<file path="config.mk">
export PLATFORM = sky130hd
export DESIGN_NAME = glorb_core
export DESIGN_NICKNAME = d
export VERILOG_FILES = /design/src/rtl/glorb_pkg.sv /design/src/rtl/glorb_regfile.sv /design/src/rtl/glorb_core.sv
export SDC_FILE = /design/constraint.sdc
export NUM_CORES = 1
export LEC_CHECK = 0
export ABC_CLOCK_PERIOD_IN_PS = 4100
export BUFFER_PORTS_ARGS = -buffer_cell sky130_fd_sc_hd__buf_2
export CAP_MARGIN = 40
export CELL_PAD_IN_SITES_DETAIL_PLACEMENT = 2
export CELL_PAD_IN_SITES_GLOBAL_PLACEMENT = 2
export CORE_ASPECT_RATIO = 0.6
export CORE_MARGIN = 3
export CORE_UTILIZATION = 40
export CTS_CLUSTER_SIZE = 12
export DETAILED_ROUTE_END_ITERATION = 8
export PLACE_DENSITY_LB_ADDON = 0.1
export SLEW_MARGIN = 20
export SYNTH_ARGS = -nofsm -noshare
export SYNTH_HDL_FRONTEND = slang
export SYNTH_SLANG_ARGS = --single-unit
</file>
<file path="constraint.sdc">
create_clock -name clk -period 4.1 [get_ports clk]
set_input_delay 0 -clock clk [delete_from_list [all_inputs] [get_ports clk]]
set_output_delay 0 -clock clk [all_outputs]
set_load 0.005 [all_outputs]
</file>
<file path="src/rtl/glorb_pkg.sv">
// Shared definitions for the glorb core: instruction layout, opcodes and FSM states.
package glorb_pkg;

    localparam int INSTR_W = 16;

    localparam int OP_MSB  = 15;
    localparam int OP_LSB  = 12;
    localparam int RD_MSB  = 11;
    localparam int RD_LSB  = 8;
    localparam int RS1_LSB = 4;
    localparam int RS2_LSB = 0;
    localparam int IMM_MSB = 7;
    localparam int IMM_LSB = 0;

    typedef enum logic [3:0] {
        OP_NOP  = 4'd0,
        OP_ADD  = 4'd1,
        OP_SUB  = 4'd2,
        OP_AND  = 4'd3,
        OP_OR   = 4'd4,
        OP_XOR  = 4'd5,
        OP_LI   = 4'd6,
        OP_SHL  = 4'd7,
        OP_SHR  = 4'd8,
        OP_BEQ  = 4'd9,
        OP_BNE  = 4'd10,
        OP_JMP  = 4'd11,
        OP_OUT  = 4'd12,
        OP_HALT = 4'd13,
        OP_MUL  = 4'd14,
        OP_ILL  = 4'd15
    } opcode_t;

    typedef enum logic [2:0] {
        ST_IDLE  = 3'd0,
        ST_FETCH = 3'd1,
        ST_EXEC  = 3'd2,
        ST_WB    = 3'd3,
        ST_HALT  = 3'd4
    } state_t;

endpackage

</file>
<file path="src/rtl/glorb_regfile.sv">
// NREGS x DATA_W register file: two asynchronous read ports, one write port.
// r0 is never written, so it always reads back as zero.
module glorb_regfile import glorb_pkg::*; #(
    parameter int DATA_W = 8,
    parameter int NREGS  = 4,
    parameter int IDX_W  = $clog2(NREGS)
) (
    input  logic              clk,
    input  logic              rst_n,
    input  logic              we,
    input  logic [IDX_W-1:0]  waddr,
    input  logic [DATA_W-1:0] wdata,
    input  logic [IDX_W-1:0]  raddr1,
    output logic [DATA_W-1:0] rdata1,
    input  logic [IDX_W-1:0]  raddr2,
    output logic [DATA_W-1:0] rdata2
);

    logic [DATA_W-1:0] regs [NREGS];

    // Storage: cleared on reset, writes to r0 dropped.
    always_ff @(posedge clk or negedge rst_n) begin
        if (!rst_n) begin
            for (int i = 0; i < NREGS; i++) begin
                regs[i] <= '0;
            end
        end else if (we && (waddr != '0)) begin
            regs[waddr] <= wdata;
        end
    end

    assign rdata1 = regs[raddr1];
    assign rdata2 = regs[raddr2];

endmodule

</file>
<file path="src/rtl/glorb_core.sv">
// glorb_core: multi-cycle FETCH/EXEC/WB core with register file, branches, OUT port and HALT.
// Optional multiplier for opcode 14 enabled by defining GLORB_CORE_MUL_EN.
module glorb_core import glorb_pkg::*; #(
    parameter int DATA_W = 8,
    parameter int PC_W   = 4,
    parameter int NREGS  = 4
) (
    input  logic               clk,
    input  logic               rst_n,
    input  logic               start,
    output logic [PC_W-1:0]    imem_addr,
    input  logic [INSTR_W-1:0] imem_data,
    output logic [DATA_W-1:0]  dout,
    output logic               dout_valid,
    output logic               busy,
    output logic               halted,
    output logic               illegal
);

    localparam int RIDX_W = $clog2(NREGS);

    state_t              state_q, state_d;
    logic [PC_W-1:0]     pc_q;
    logic [INSTR_W-1:0]  ir_q;
    logic [DATA_W-1:0]   alu_q;
    logic [PC_W-1:0]     next_pc_q;
    logic                wr_en_q;
    logic                out_en_q;
    logic [DATA_W-1:0]   dout_q;
    logic                dout_valid_q;
    logic                illegal_q;

    opcode_t             op;
    logic [RIDX_W-1:0]   rd_idx, rs1_idx, rs2_idx;
    logic [7:0]          imm8;
    logic [3:0]          br_off;
    logic [DATA_W-1:0]   rs1_val, rs2_val;
    logic [PC_W-1:0]     pc_inc;

    logic [DATA_W-1:0]   alu_d;
    logic [PC_W-1:0]     next_pc_d;
    logic                wr_en_d;
    logic                out_en_d;
    logic                ill_d;

    assign op      = opcode_t'(ir_q[OP_MSB:OP_LSB]);
    assign rd_idx  = ir_q[RD_LSB +: RIDX_W];
    assign rs1_idx = ir_q[RS1_LSB +: RIDX_W];
    assign rs2_idx = ir_q[RS2_LSB +: RIDX_W];
    assign imm8    = ir_q[IMM_MSB:IMM_LSB];
    assign br_off  = ir_q[RD_MSB:RD_LSB];
    assign pc_inc  = pc_q + PC_W'(1);

    glorb_regfile #(
        .DATA_W (DATA_W),
        .NREGS  (NREGS),
        .IDX_W  (RIDX_W)
    ) u_regfile (
        .clk    (clk),
        .rst_n  (rst_n),
        .we     ((state_q == ST_WB) && wr_en_q),
        .waddr  (rd_idx),
        .wdata  (alu_q),
        .raddr1 (rs1_idx),
        .rdata1 (rs1_val),
        .raddr2 (rs2_idx),
        .rdata2 (rs2_val)
    );

    // FSM state register.
    always_ff @(posedge clk or negedge rst_n) begin
        if (!rst_n) begin
            state_q <= ST_IDLE;
        end else begin
            state_q <= state_d;
        end
    end

    // Next-state: start only honoured in IDLE, HALT is left only through reset.
    always_comb begin
        state_d = state_q;
        case (state_q)
            ST_IDLE:  if (start) state_d = ST_FETCH;
            ST_FETCH: state_d = ST_EXEC;
            ST_EXEC:  state_d = ST_WB;
            ST_WB:    state_d = (op == OP_HALT) ? ST_HALT : ST_FETCH;
            ST_HALT:  state_d = ST_HALT;
            default:  state_d = ST_IDLE;
        endcase
    end

    // ALU, branch compare and next-PC selection for the instruction held in IR.
    always_comb begin
        alu_d     = '0;
        next_pc_d = pc_inc;
        wr_en_d   = 1'b0;
        out_en_d  = 1'b0;
        ill_d     = 1'b0;
        case (op)
            OP_ADD: begin alu_d = rs1_val + rs2_val; wr_en_d = 1'b1; end
            OP_SUB: begin alu_d = rs1_val - rs2_val; wr_en_d = 1'b1; end
            OP_AND: begin alu_d = rs1_val & rs2_val; wr_en_d = 1'b1; end
            OP_OR:  begin alu_d = rs1_val | rs2_val; wr_en_d = 1'b1; end
            OP_XOR: begin alu_d = rs1_val ^ rs2_val; wr_en_d = 1'b1; end
            OP_LI:  begin alu_d = DATA_W'(imm8);     wr_en_d = 1'b1; end
            OP_SHL: begin alu_d = rs1_val << 1;      wr_en_d = 1'b1; end
            OP_SHR: begin alu_d = rs1_val >> 1;      wr_en_d = 1'b1; end
            OP_BEQ: begin
                if (rs1_val == rs2_val) next_pc_d = pc_inc + PC_W'(signed'(br_off));
            end
            OP_BNE: begin
                if (rs1_val != rs2_val) next_pc_d = pc_inc + PC_W'(signed'(br_off));
            end
            OP_JMP: next_pc_d = PC_W'(imm8);
            OP_OUT: begin alu_d = rs1_val; out_en_d = 1'b1; end
`ifdef GLORB_CORE_MUL_EN
            OP_MUL: begin alu_d = rs1_val * rs2_val; wr_en_d = 1'b1; end
`else
            OP_MUL: ill_d = 1'b1;
`endif
            OP_ILL: ill_d = 1'b1;
            default: ;
        endcase
    end

    // FETCH latches the instruction word.
    always_ff @(posedge clk or negedge rst_n) begin
        if (!rst_n) begin
            ir_q <= '0;
        end else if (state_q == ST_FETCH) begin
            ir_q <= imem_data;
        end
    end

    // EXEC registers the result, the resolved next PC and the writeback controls.
    always_ff @(posedge clk or negedge rst_n) begin
        if (!rst_n) begin
            alu_q     <= '0;
            next_pc_q <= '0;
            wr_en_q   <= 1'b0;
            out_en_q  <= 1'b0;
        end else if (state_q == ST_EXEC) begin
            alu_q     <= alu_d;
            next_pc_q <= next_pc_d;
            wr_en_q   <= wr_en_d;
            out_en_q  <= out_en_d;
        end
    end

    // Sticky flag for undefined opcodes, raised when one reaches EXEC.
    always_ff @(posedge clk or negedge rst_n) begin
        if (!rst_n) begin
            illegal_q <= 1'b0;
        end else if ((state_q == ST_EXEC) && ill_d) begin
            illegal_q <= 1'b1;
        end
    end

    // WB commits the PC and drives the output port; dout holds between OUTs.
    always_ff @(posedge clk or negedge rst_n) begin
        if (!rst_n) begin
            pc_q         <= '0;
            dout_q       <= '0;
            dout_valid_q <= 1'b0;
        end else begin
            dout_valid_q <= (state_q == ST_WB) && out_en_q;
            if (state_q == ST_WB) begin
                pc_q <= next_pc_q;
                if (out_en_q) dout_q <= alu_q;
            end
        end
    end

    assign imem_addr  = pc_q;
    assign dout       = dout_q;
    assign dout_valid = dout_valid_q;
    assign illegal    = illegal_q;
    assign busy       = (state_q == ST_FETCH) || (state_q == ST_EXEC) || (state_q == ST_WB);
    assign halted     = (state_q == ST_HALT);

endmodule
</file>
### Word level (Yosys, flattened, before mapping)

Index checks and enable logic that the tools add are counted.

* bitwise operators: 6
* add/sub/neg operators: 4
* reductions and logical operators: 12
* equality and inequality tests: 22
* muxes and demuxes: 19
* magnitude comparators: 4

Operators with widths (count)
* $pmux W8 S9: 1
* $mux W8: 5
* $bmux W8 S2: 2
* $bwmux W32: 1
* $eq A4 B4 Y1 const B: 8
* $demux W8 S2: 1
* $eq A4 B3 Y1 const B: 4
* $pmux W3 S5: 1
* $pmux W4 S3: 1
* $ge A3 B3 Y1 const B: 3
* $not A2 Y3: 3
* $add A8 B8 Y8: 1
* $and A8 B8 Y8: 1
* $eq A4 B2 Y1 const B: 2
* $eq A8 B8 Y1: 1
* $mux W4: 2
* $ne A8 B8 Y1: 1
* $or A8 B8 Y8: 1
* $reduce_or A8 Y1: 1
* $sub A8 B8 Y8: 1
* $xor A8 B8 Y8: 1
* $eq A3 B2 Y1 const B: 2
* $mux W3: 2
* $logic_and A1 B1 Y1: 5
* 13 further kinds: 16

* word-level logic and storage cells: 81
* output and inout bits: 16
* register bits after elaboration: 79

### Depth between registers and ports, before layout

Gate-level depths: netlist of the first run.

* word-level depth: 7
* mapped depth: 11

### By module

Synthesis of the first run repeated with hierarchy kept, for this count alone.

* cells, all modules: 469
* area, all modules: 4994.8 µm²

Modules (own cells, without submodules)
* glorb_core: cells an instance 382, area an instance 3455.8 µm², instances 1, sequential area each 1176.1 µm²
* glorb_regfile: cells an instance 87, area an instance 1539.0 µm², instances 1, sequential area each 800.8 µm²

### Worst setup path before layout of the first run

No wires, ideal clock.

* path kind: flip-flop to flip-flop
* from: register ir_q[0]
* to: register alu_q[6]
* stages on the path, launching flop included: 11
* period minus slack after synthesis: 3243 ps
* buffers on the path: 1
* arrival time: 3122 ps
* slack: 857 ps
* library setup time: 121 ps
* data required time: 3979 ps
* cells stage by stage: dfrtp_1 > clkbuf_1 > mux4_2 > ha_1 > fa_1 > o21bai_1 > a21oi_1 > o21ai_0 > nand2_1 > or4_1 > a22o_1

* longest elaborated chain between the ends: 6
* elaborated cells between the ends (all ways): 10

Ends and longest elaborated chain
* start: declaration: line glorb_core.sv:24 `logic [INSTR_W-1:0] ir_q;`
* start signal: assignment: line glorb_core.sv:131 `ir_q <= imem_data;`
* $not A2 Y3 (not written as such) (*): line glorb_regfile.sv:33 `assign rdata2 = regs[raddr2];`
* $bmux W8 S2 (*): line glorb_regfile.sv:33
* $mux W8 (not written as such) (*) (2 in a row): line glorb_regfile.sv:33
* $sub A8 B8 Y8 (tied with other cells): line glorb_core.sv:101 `OP_SUB: begin alu_d = rs1_val - rs2_val; wr_en_d = 1'b1; end`
* $pmux W8 S9 (*): line glorb_core.sv:99 `case (op)`
* end signal: assignment: line glorb_core.sv:143 `alu_q <= alu_d;`
* end: declaration: line glorb_core.sv:25 `logic [DATA_W-1:0] alu_q;`

Every way passes the cells marked *; elsewhere a longest branch is shown, timed or not. The select of a mux whose other input is x is not followed.
A chain may end at the register's enable or synchronous reset.

### Worst setup path in the final report of the first run

* from: register ir_q[0]
* to: register next_pc_q[0]

* longest elaborated chain between the ends: 7
* elaborated cells between the ends (all ways): 9

Ends and longest elaborated chain
* $not A2 Y3 (not written as such): line glorb_regfile.sv:33
* $bmux W8 S2: line glorb_regfile.sv:33
* $mux W8 (not written as such) (2 in a row): line glorb_regfile.sv:33
* $ne A8 B8 Y1 / $eq A8 B8 Y1 (equally long branches): line glorb_core.sv:112, glorb_core.sv:109
* $mux W4 (on tied branches): line glorb_core.sv:112, glorb_core.sv:109
* $pmux W4 S3 (*): line glorb_core.sv:99
* end signal: assignment: line glorb_core.sv:144 `next_pc_q <= next_pc_d;`
* end: declaration: line glorb_core.sv:26 `logic [PC_W-1:0] next_pc_q;`

Marks and branches as above.

==> results of run 1 <==
==> report_power, final <==
part	switching (uW)	total, uW	internal, uW
logic	1610	2760	1150
registers	418	1460	1040
clock network	355	830	476
total	2390	5050	2660
==> worst min path at each step <==
stage | to | cells after the start | slack (ps)
2_1_floorplan | alu_q[0]$_DFFE_PN0P_ | 0 | -300
3_3_place_gp | ir_q[9]$_DFFE_PN0P_ | 3 | 200
3_5_place_dp | dout[6]$_DFFE_PN0P_ | 1 | -60
4_1_cts | state_q[0]$_DFFE_PN0P_ | 4 | 20
5_1_grt | state_q[0]$_DFFE_PN0P_ | 4 | 50
6_report | state_q[0]$_DFFE_PN0P_ | 4 | 10
==> worst min-delay path, delay by kind of cell <==
family / cells / cell delay (ps)
AO/OA/AOI/OAI: 1 / 50
buffers and inverters: 1 / 70
AND/OR/NAND/NOR: 2 / 200
==> area by class of cell <==
type / instances / area [um2]
clock buffers: 10 / 229
clock inverters: 6 / 67.6
fillers: 1247 / 6300
inverters: 33 / 124
multi-input cells: 341 / 2890
flip-flops and latches: 79 / 1980
well taps: 165 / 206
repair buffers: 68 / 494
==> flip-flops by register name, summed over array words and instances (netlist names) <==
| register | cells |
|---|---|
| ir_q | 16 |
| illegal | 1 |
| alu_q | 8 |
| u_regfile.regs | 32 |
| out_en_q | 1 |
| wr_en_q | 1 |
| imem_addr | 4 |
| next_pc_q | 4 |
| state_q | 3 |
| dout | 8 |
| dout_valid | 1 |
==> cells in the mapped netlist, types with 4 or more instances <==
cell,number,share of area (%)
dfrtp_1,79,38
mux2_2,50,11
inv_1,31,2.3
nand2_1,29,2.1
ha_1,27,6.6
nor2_1,26,1.9
a21oi_1,23,2.2
clkbuf_1,20,1.5
mux4_2,16,7.0
o21ai_0,13,1.3
buf_2,10,0.97
nor2b_1,10,1.2
a22o_1,9,1.5
a211oi_1,8,1.2
nand3_1,8,0.78
a22oi_1,7,1.0
mux2i_1,6,1.2
nand4_1,6,0.73
nor3_1,6,0.58
o21ai_1,6,0.58
nand2b_1,5,0.61
nand3b_1,5,0.73
o21bai_1,5,0.73
xnor2_1,5,0.85
a221oi_1,4,0.68
a2bb2oi_1,4,0.68
buf_1,4,0.29
nor3b_1,4,0.58
o31ai_1,4,0.58
or4_1,4,0.58
xor2_1,4,0.68
==> through the flow <==
stage | hold WS [ps] | power, uW | setup slack (ps)
floorplan | -296 | 3190 | 857
global placement | 205 | 3980 | 639
detailed placement | -57.5 | 4120 | 422
CTS | 15.6 | 5010 | 363
global route | 47.4 | 5400 | 66.0
finish | 13.0 | 5050 | 329
==> metal layers <==
| layer | up-vias | wire length, um | part of all wire, % | global-route usage [%] |
|---|---|---|---|---|
| li1 | 1877 | - | - | - |
| met1 | 2266 | 8760 | 49 | 36.7 |
| met2 | 104 | 7980 | 45 | 41.4 |
| met3 | 15 | 793 | 4.5 | 4.92 |
| met4 | 0 | 163 | 0.92 | 4.97 |
| met5 | - | 0 | 0 | 0 |
==> cells by family after synthesis <==
family	count (synthesis)
simple gates	121
compound gates	108
flops	79
mux	73
buf+inv	69
fa+ha+maj	30
xor+xnor	9
==> results.tsv, run 1 <==
stage	metric	value	unit
placement	routability-driven placement congestion ratio	0.849	
placement	Post-DP Area	5500	um2
critical_path	slowest cell on the critical path	dfrtp_1	
critical_path	biggest fanout along the worst timing path	11	
sta	slew of the pin with the lowest slew margin	796	ps
finish	most common library cell in the layout ignoring fill and taps	dfrtp_1	
grt	GRT Residual Overflow	0	
drt	post-route ant nets	0	
pwr	total power per unit cell area	843	nW/um2
finish	top library cells by usage in the layout, fill and taps aside	dfrtp_1 (79), mux2_2 (50), buf_2 (33)	
critical_path	CP Depth	9	
hold_path	hold path startpoint	start	
sta	final period demand of the worst path	3770	ps
yosys	Synth Area in XOR/XNOR	1.53	%
yosys	combinational family with the most area after synthesis	multiplexers	
die	placeable core region	12300	um2
die	overall die height	93.9	um
die	count of boundary I/O pins	35	
placement	total half-perimeter wirelength after legalization and detailed placement	12900	um
yosys	compound-cell area share of the yosys netlist	14.6	%
sta	share of the clock period used by the worst path	92.0	%
finish	signed area change from the synthesized netlist to the final layout	16.4	%
finish	final instance count without filler cells	702	
yosys	post-synth cell types	63	
clock_network	quantity of gates resized following cts	0	
placement	total of buffers placed on input and output ports	34	
critical_path	capturing element of the worst setup path	next_pc_q[0]$_DFFE_PN0P_	
sta	setup skew after layout	7.76	ps
yosys	register bit count reported by yosys	79	
critical_path	worst setup path class	reg2reg	
critical_path	startpoint of the lowest-slack register-to-register path	ir_q[0]$_DFFE_PN0P_	
yosys	number of enable-type register cells in the synthesized netlist	0	
clock_network	CTS Sinks	79	
drt	Starting DRT DRC Count	271	
sta	RSZ-0062 raised after global routing	no	
placement	Post-Place Cells	666	
critical_path	Worst Setup SP	ir_q[0]$_DFFE_PN0P_	
flow_run	total of max-cap violations	0	
hold_path	worst min-delay path class	in2reg	
critical_path	startpoint class of the critical path	flip-flop	
critical_path	Critical Path Max Stage Delay	820	ps
yosys	synthesized-area fraction occupied by and/or/nand/nor cells	12.6	%
die	horizontal die dimension	152	um
clock_network	number of buffers inserted by post-CTS setup repair	0	
finish	count of nets after finishing	581	
grt	largest net degree at the start of global routing	56	
drt	post-detailed-route via-to-cell ratio	6.07	
grt	wire length of the first global-routing pass	28000	um
critical_path	r2r setup slk	330	ps
drt	total vias in the final route	4262	
yosys	Mapped Avg Cell Area	10.5	um2
clock_network	Reg clk slew, reported paths	70	ps
clock_network	clock buffers created by TritonCTS	9	
drt	total wire length after detailed routing	17700	um
yosys	share of cell area taken by muxes after synthesis	19.5	%
clock_network	TritonCTS clock tree	done	
die	Cell Rows	31	
critical_path	ordered cell list for the critical path	mux4_2 -> inv_1 -> ha_1 -> nor3_1 -> nand3_2 -> o21bai_1 -> a2bb2oi_1 -> a221oi_1 -> o31ai_1	
yosys	netlist area before placement	5150	um2
yosys	Synthesis Warnings	0	
critical_path	Top Family by Delay on Critical Path	simple AND/OR/NAND/NOR gates	
critical_path	critical path arrival	3990	ps
yosys	synthesized netlist cell count	489	
critical_path	crit path capture type	flip-flop	
finish	proportion of layout cells with a drive suffix above 1	26.3	%
pwr	static leakage	0.00263	uW
drt	detailed-router iteration count before antenna repair	4	
sta	setup tns final	0	ps
grt	global-route total usage across every layer	25.7	%
finish	number of antenna cells inserted	0	
pwr	peak supply drop	331	uV
grt	number of global-route vias before repair	4653	
finish	final non-filler cell area	5990	um2
drt	average wire per cell in the routed design	25.2	um
finish	final core utilization	48.7	%
yosys	sequential cell area fraction in the yosys report	38.4	%
yosys	ys async rst share	100	%
critical_path	endpoint of the lowest-slack register-to-register path	next_pc_q[0]$_DFFE_PN0P_	
sta	worst-case headroom to the max-slew limit	47.0	%
clock_network	insertion delay of the later-clocked pin in the worst-skew pair	340	ps
status	result of the run	complete, no violations	
critical_path	CP Data Required Time	4320	ps
yosys	post-synthesis share of cell area spent on full adders, half adders and majority gates	7.73	%
sta	number of max-slew violations in the final report	0	
clock_network	largest buffer count on any clock path	2	
sta	fmax	265	MHz
clock_network	Clk Tree Root Cell	clkbuf_16	
die	overall die area	14300	um2
die	effective utilization at floorplan	41.9	%
clock_network	htree depth	3	
critical_path	count of buffer and inverter cells on the critical path	1	
critical_path	worst r2r path cells	9	
yosys	predominant post-synthesis flop cell	dfrtp_1	
clock_network	hold buffers post-CTS	17	
sta	number of endpoints failing setup at the final stage	0	
yosys	total nets after synthesis	538	
grt	antenna violations before repair	0	
drt	number of DRC violations after detailed routing	0	
sta	final count of hold timing violations	0	
(Power assumes the default switching activity.)
==> run 2, diff against run 1 <==
- ABC_CLOCK_PERIOD_IN_PS: 4100 -> 3800
- clock period: 4.1 -> 3.8 ns (I/O delays scaled with it)
==> run 2 against run 1 <==
  * Fmax grew 4.2%
  * Register-to-register slack worse by 150 ps
  * Sequential share of layout area is essentially flat
  * Sequential cell count did not move
  * Highest routed layer unchanged
==> results.tsv, run 2 (synthesis gave the netlist of run 1 again) <==
stage	metric	value	unit
die	effective utilization at floorplan	41.9	%
finish	number of antenna cells inserted	0	
sta	RSZ-0062 raised after global routing	no	
critical_path	biggest fanout along the worst timing path	10	
finish	count of nets after finishing	583	
drt	post-route ant nets	0	
drt	total wire length after detailed routing	18000	um
drt	detailed-router iteration count before antenna repair	4	
finish	largest registers ranked by flip-flop count	u_regfile.regs x32, ir_q x16	
die	count of boundary I/O pins	35	
drt	number of DRC violations after detailed routing	0	
clock_network	TritonCTS clock tree	done	
clock_network	number of buffers inserted by post-CTS setup repair	0	
flow_run	total of max-cap violations	0	
finish	proportion of layout cells with a drive suffix above 1	26.7	%
clock_network	clock buffers created by TritonCTS	9	
clock_network	insertion delay of the later-clocked pin in the worst-skew pair	350	ps
drt	Starting DRT DRC Count	283	
sta	number of max-slew violations in the final report	0	
grt	antenna violations before repair	0	
sta	crit path setup slack, layout	180	ps
finish	top library cells by usage in the layout, fill and taps aside	dfrtp_1 (77), mux2_2 (50), buf_2 (33)	
clock_network	htree depth	3	
finish	register with the most flip-flops	u_regfile.regs	
sta	fmax	276	MHz
critical_path	worst setup path class	reg2reg	
clock_network	Clk Tree Root Cell	clkbuf_16	
pwr	power consumption	5600	uW
finish	final instance count without filler cells	704	
placement	routability-driven placement congestion ratio	0.905	
placement	total half-perimeter wirelength after legalization and detailed placement	13000	um
critical_path	CP Data Required Time	4010	ps
sta	share of the clock period used by the worst path	95.3	%
finish	max reg flops	32	
clock_network	largest buffer count on any clock path	2	
pwr	total power per unit cell area	933	nW/um2
finish	most common library cell in the layout ignoring fill and taps	dfrtp_1	
clock_network	Reg clk slew, reported paths	70	ps
grt	global-route total usage across every layer	26.2	%
critical_path	startpoint class of the critical path	flip-flop	
hold_path	worst min-delay path class	in2reg	
critical_path	crit path capture type	flip-flop	
grt	number of global-route vias before repair	4674	
drt	post-detailed-route via-to-cell ratio	6.11	
finish	final non-filler cell area	6000	um2
drt	average wire per cell in the routed design	25.6	um
status	result of the run	complete, no violations	
die	placeable core region	12300	um2
die	overall die height	93.9	um
grt	largest net degree at the start of global routing	48	
placement	total of buffers placed on input and output ports	34	
drt	total vias in the final route	4299	
sta	worst-case headroom to the max-slew limit	45.8	%
sta	slew of the pin with the lowest slew margin	814	ps
die	Cell Rows	31	
placement	Post-Place Cells	669	
grt	wire length of the first global-routing pass	28700	um
placement	pre-CTS worst setup slack	252	ps
clock_network	CTS Sinks	79	
sta	setup tns final	0	ps
placement	Post-DP Area	5500	um2
sta	final count of hold timing violations	0	
pwr	peak supply drop	365	uV
sta	number of endpoints failing setup at the final stage	0	
critical_path	critical path arrival	3830	ps
sta	final period demand of the worst path	3620	ps
pwr	static leakage	0.00264	uW
die	horizontal die dimension	152	um
grt	GRT Residual Overflow	0	
finish	signed area change from the synthesized netlist to the final layout	16.7	%
sta	setup skew after layout	7.97	ps
die	overall die area	14300	um2
## run 2: worst max-delay path, stage by stage, from the launching register on
cell and delay, ps:
dfrtp_2 580, mux4_2 650, inv_1 90, ha_1 290, nor3_1 550, nand3_2 360
o21bai_1 270, a2bb2oi_1 130, a221oi_1 430, o31ai_1 130
## run 2: worst paths after layout
path,start,end,slack (ps),cells after the start
min in group asynchronous,rst_n,u_regfile.regs[29]$_DFFE_PN0P_,230,2
max in group asynchronous,rst_n,ir_q[0]$_DFFE_PN0P_,2650,3
hold / removal,start,state_q[0]$_DFFE_PN0P_,5,4
setup reg to reg,ir_q[4]$_DFFE_PN0P_,next_pc_q[0]$_DFFE_PN0P_,180,9
hold reg to reg,u_regfile.regs[27]$_DFFE_PN0P_,u_regfile.regs[27]$_DFFE_PN0P_,400,0
setup / recovery,ir_q[4]$_DFFE_PN0P_,next_pc_q[0]$_DFFE_PN0P_,180,9
## run 2: per-layer routing
layer	global-route usage [%]	share of wire, %
met3	4.05	4.3
met5	0	0
met2	40.5	45
met1	38.8	50
met4	6.45	1.2
## run 2: timing repair
action,in CTS,in global routing
resized for setup,1,2
endpoints found under the setup margin,1,3
endpoints found under the hold margin,62,0
hold buffers,17,0
## run 2: metrics by stage
stage	hold slack, ps	utilization, %
3_5_place_dp	72.8	44.7
6_report	4.73	48.8
2_1_floorplan	-296	-
3_3_place_gp	52.5	44.7
5_1_grt	30.2	48.8
4_1_cts	4.78	48.7
## run 2: power breakdown
part,switching [uW],internal [uW]
Clock,378,578
Combinational,1780,1270
Sequential,470,1120
## run 2: layout make-up
class / instances / area [um2]
clock inverters: 5 / 82.6
well taps: 165 / 206
multi-input cells: 341 / 2890
fillers: 1256 / 6290
flip-flops and latches: 79 / 1980
clock buffers: 11 / 233
inverters: 33 / 124
repair buffers: 70 / 485
==> run 3, diff against run 2 <==
- ABC_CLOCK_PERIOD_IN_PS: 3800 -> 4400
- CORE_UTILIZATION: 40 -> 44
- clock period: 3.8 -> 4.4 ns (I/O delays scaled with it)
==> run 3 against run 2 <==
  * Non-clock buffer count shrank 3
  * Sequential share of layout area grew 0.19 points
  * First-iteration DRC count grew 28%
  * Utilization grew 5.4 points
  * Fmax shrank 4.5%
  * Die area shrank 8.6%
  * Critical endpoint unchanged
  * Highest routed layer unchanged
==> results.tsv, run 3 (synthesis gave the netlist of run 1 again) <==
stage	metric	value	unit
clock_network	TritonCTS clock tree	done	
finish	final instance count without filler cells	691	
sta	final count of hold timing violations	0	
drt	Starting DRT DRC Count	362	
flow_run	total of max-cap violations	0	
finish	final non-filler cell area	5960	um2
drt	detailed-router iteration count before antenna repair	5	
critical_path	r2r setup slk	610	ps
sta	share of the clock period used by the worst path	86.2	%
drt	post-detailed-route via-to-cell ratio	6.36	
clock_network	insertion delay of the later-clocked pin in the worst-skew pair	350	ps
sta	final period demand of the worst path	3790	ps
clock_network	htree depth	3	
grt	number of global-route vias before repair	4859	
finish	count of nets after finishing	580	
finish	top library cells by usage in the layout, fill and taps aside	dfrtp_1 (79), mux2_2 (50), buf_2 (33)	
sta	worst-case headroom to the max-slew limit	45.3	%
clock_network	number of buffers inserted by post-CTS setup repair	0	
finish	most common library cell in the layout ignoring fill and taps	dfrtp_1	
die	Cell Rows	29	
placement	total half-perimeter wirelength after legalization and detailed placement	13500	um
drt	average wire per cell in the routed design	27.5	um
clock_network	clock buffers created by TritonCTS	9	
drt	total wire length after detailed routing	19000	um
grt	global-route total usage across every layer	29.6	%
finish	max reg flops	32	
finish	largest registers ranked by flip-flop count	u_regfile.regs x32, ir_q x16	
die	overall die height	89.8	um
sta	number of endpoints failing setup at the final stage	0	
clock_network	Reg clk slew, reported paths	70	ps
finish	proportion of layout cells with a drive suffix above 1	26.3	%
drt	number of DRC violations after detailed routing	0	
sta	number of max-slew violations in the final report	0	
sta	slew of the pin with the lowest slew margin	821	ps
placement	total of buffers placed on input and output ports	34	
critical_path	startpoint class of the critical path	flip-flop	
placement	Post-Place Cells	655	
critical_path	biggest fanout along the worst timing path	11	
drt	post-route ant nets	0	
grt	antenna violations before repair	0	
critical_path	Critical Path Max Stage Delay	840	ps
finish	signed area change from the synthesized netlist to the final layout	15.8	%
sta	setup tns final	0	ps
die	placeable core region	11000	um2
clock_network	largest buffer count on any clock path	2	
critical_path	worst setup path class	reg2reg	
placement	Post-DP Area	5480	um2
finish	area of the multi-input gates	2890	um2
drt	total vias in the final route	4398	
die	count of boundary I/O pins	35	
critical_path	critical path arrival	4050	ps
status	result of the run	complete, no violations	
clock_network	hold buffers post-CTS	17	
pwr	peak supply drop	419	uV
clock_network	Clk Tree Root Cell	clkbuf_16	
critical_path	ordered cell list for the critical path	mux4_2 -> inv_1 -> ha_1 -> nor3_1 -> nand3_2 -> nand2_1 -> a2bb2oi_1 -> a221oi_1 -> o31ai_1	
grt	wire length of the first global-routing pass	29800	um
finish	number of antenna cells inserted	0	
placement	routability-driven placement congestion ratio	0.876	
grt	largest net degree at the start of global routing	50	
critical_path	CP Data Required Time	4650	ps
pwr	static leakage	0.00262	uW
sta	fmax	264	MHz
finish	Register Area	1980	um2
hold_path	worst min-delay path class	in2reg	
die	horizontal die dimension	146	um
sta	RSZ-0062 raised after global routing	no	
pwr	power consumption	4780	uW
die	overall die area	13100	um2
critical_path	slowest cell on the critical path	dfrtp_1	
finish	number of fillers in the final layout	1073	
sta	setup skew after layout	8.63	ps
grt	GRT Residual Overflow	0	
pwr	total power per unit cell area	802	nW/um2
clock_network	CTS Sinks	79	
finish	register with the most flip-flops	u_regfile.regs	
critical_path	crit path capture type	flip-flop	
die	effective utilization at floorplan	46.8	%
clock_network	quantity of gates resized following cts	0	
[run 3: where the power goes]
group	total (uW)	switching (uW)	internal, uW	leakage [uW]
Sequential	1410	447	966	0.00103
Clock	761	363	397	0.000137
Combinational	2610	1540	1070	0.00145
Total	4780	2350	2430	0.00262
[run 3: routing by layer]
| layer | share of wire [%] | GRT usage [%] | up-vias |
|---|---|---|---|
| li1 | - | - | 1872 |
| met1 | 45 | 41.4 | 2301 |
| met2 | 46 | 45.9 | 182 |
| met3 | 7.5 | 7.34 | 43 |
| met4 | 2.4 | 8.61 | 0 |
| met5 | 0 | 0 | - |
[run 3: final cells by class]
class,count,share of cell area (%)
Timing Repair Buffer,67,8.12
Clock inverter,7,1.07
Sequential cell,79,33.2
Inverter,33,2.08
Clock buffer,9,3.78
Tap cell,155,3.25
Multi-Input combinational cell,341,48.5
[run 3: worst max-delay path, delay by kind of cell, from the launching register on]
family,cells,cell delay (ps)
flip-flops,1,840
multiplexers,1,620
AO/OA/AOI/OAI,3,670
AND/OR/NAND/NOR,3,1100
adder cells (fa/ha/maj),1,360
buffers and inverters,1,110
[run 3: worst paths after layout]
path,from,to,cells after the start
worst min-delay path,start,state_q[0]$_DFFE_PN0P_,4
max in group asynchronous,rst_n,u_regfile.regs[26]$_DFFE_PN0P_,3
worst min register to register,u_regfile.regs[31]$_DFFE_PN0P_,u_regfile.regs[31]$_DFFE_PN0P_,0
min in group asynchronous,rst_n,u_regfile.regs[14]$_DFFE_PN0P_,2
worst max-delay path,ir_q[0]$_DFFE_PN0P_,next_pc_q[0]$_DFFE_PN0P_,9
worst max register to register,ir_q[0]$_DFFE_PN0P_,next_pc_q[0]$_DFFE_PN0P_,9
[run 3: stage by stage]
stage	util, %	setup slack [ps]	hold WS (ps)
after floorplan	-	1160	-296
after global placement	49.5	921	204
after detailed placement	49.9	739	-12.0
after CTS	54.0	638	37.6
after global routing	54.2	354	110
final	54.2	607	66.0
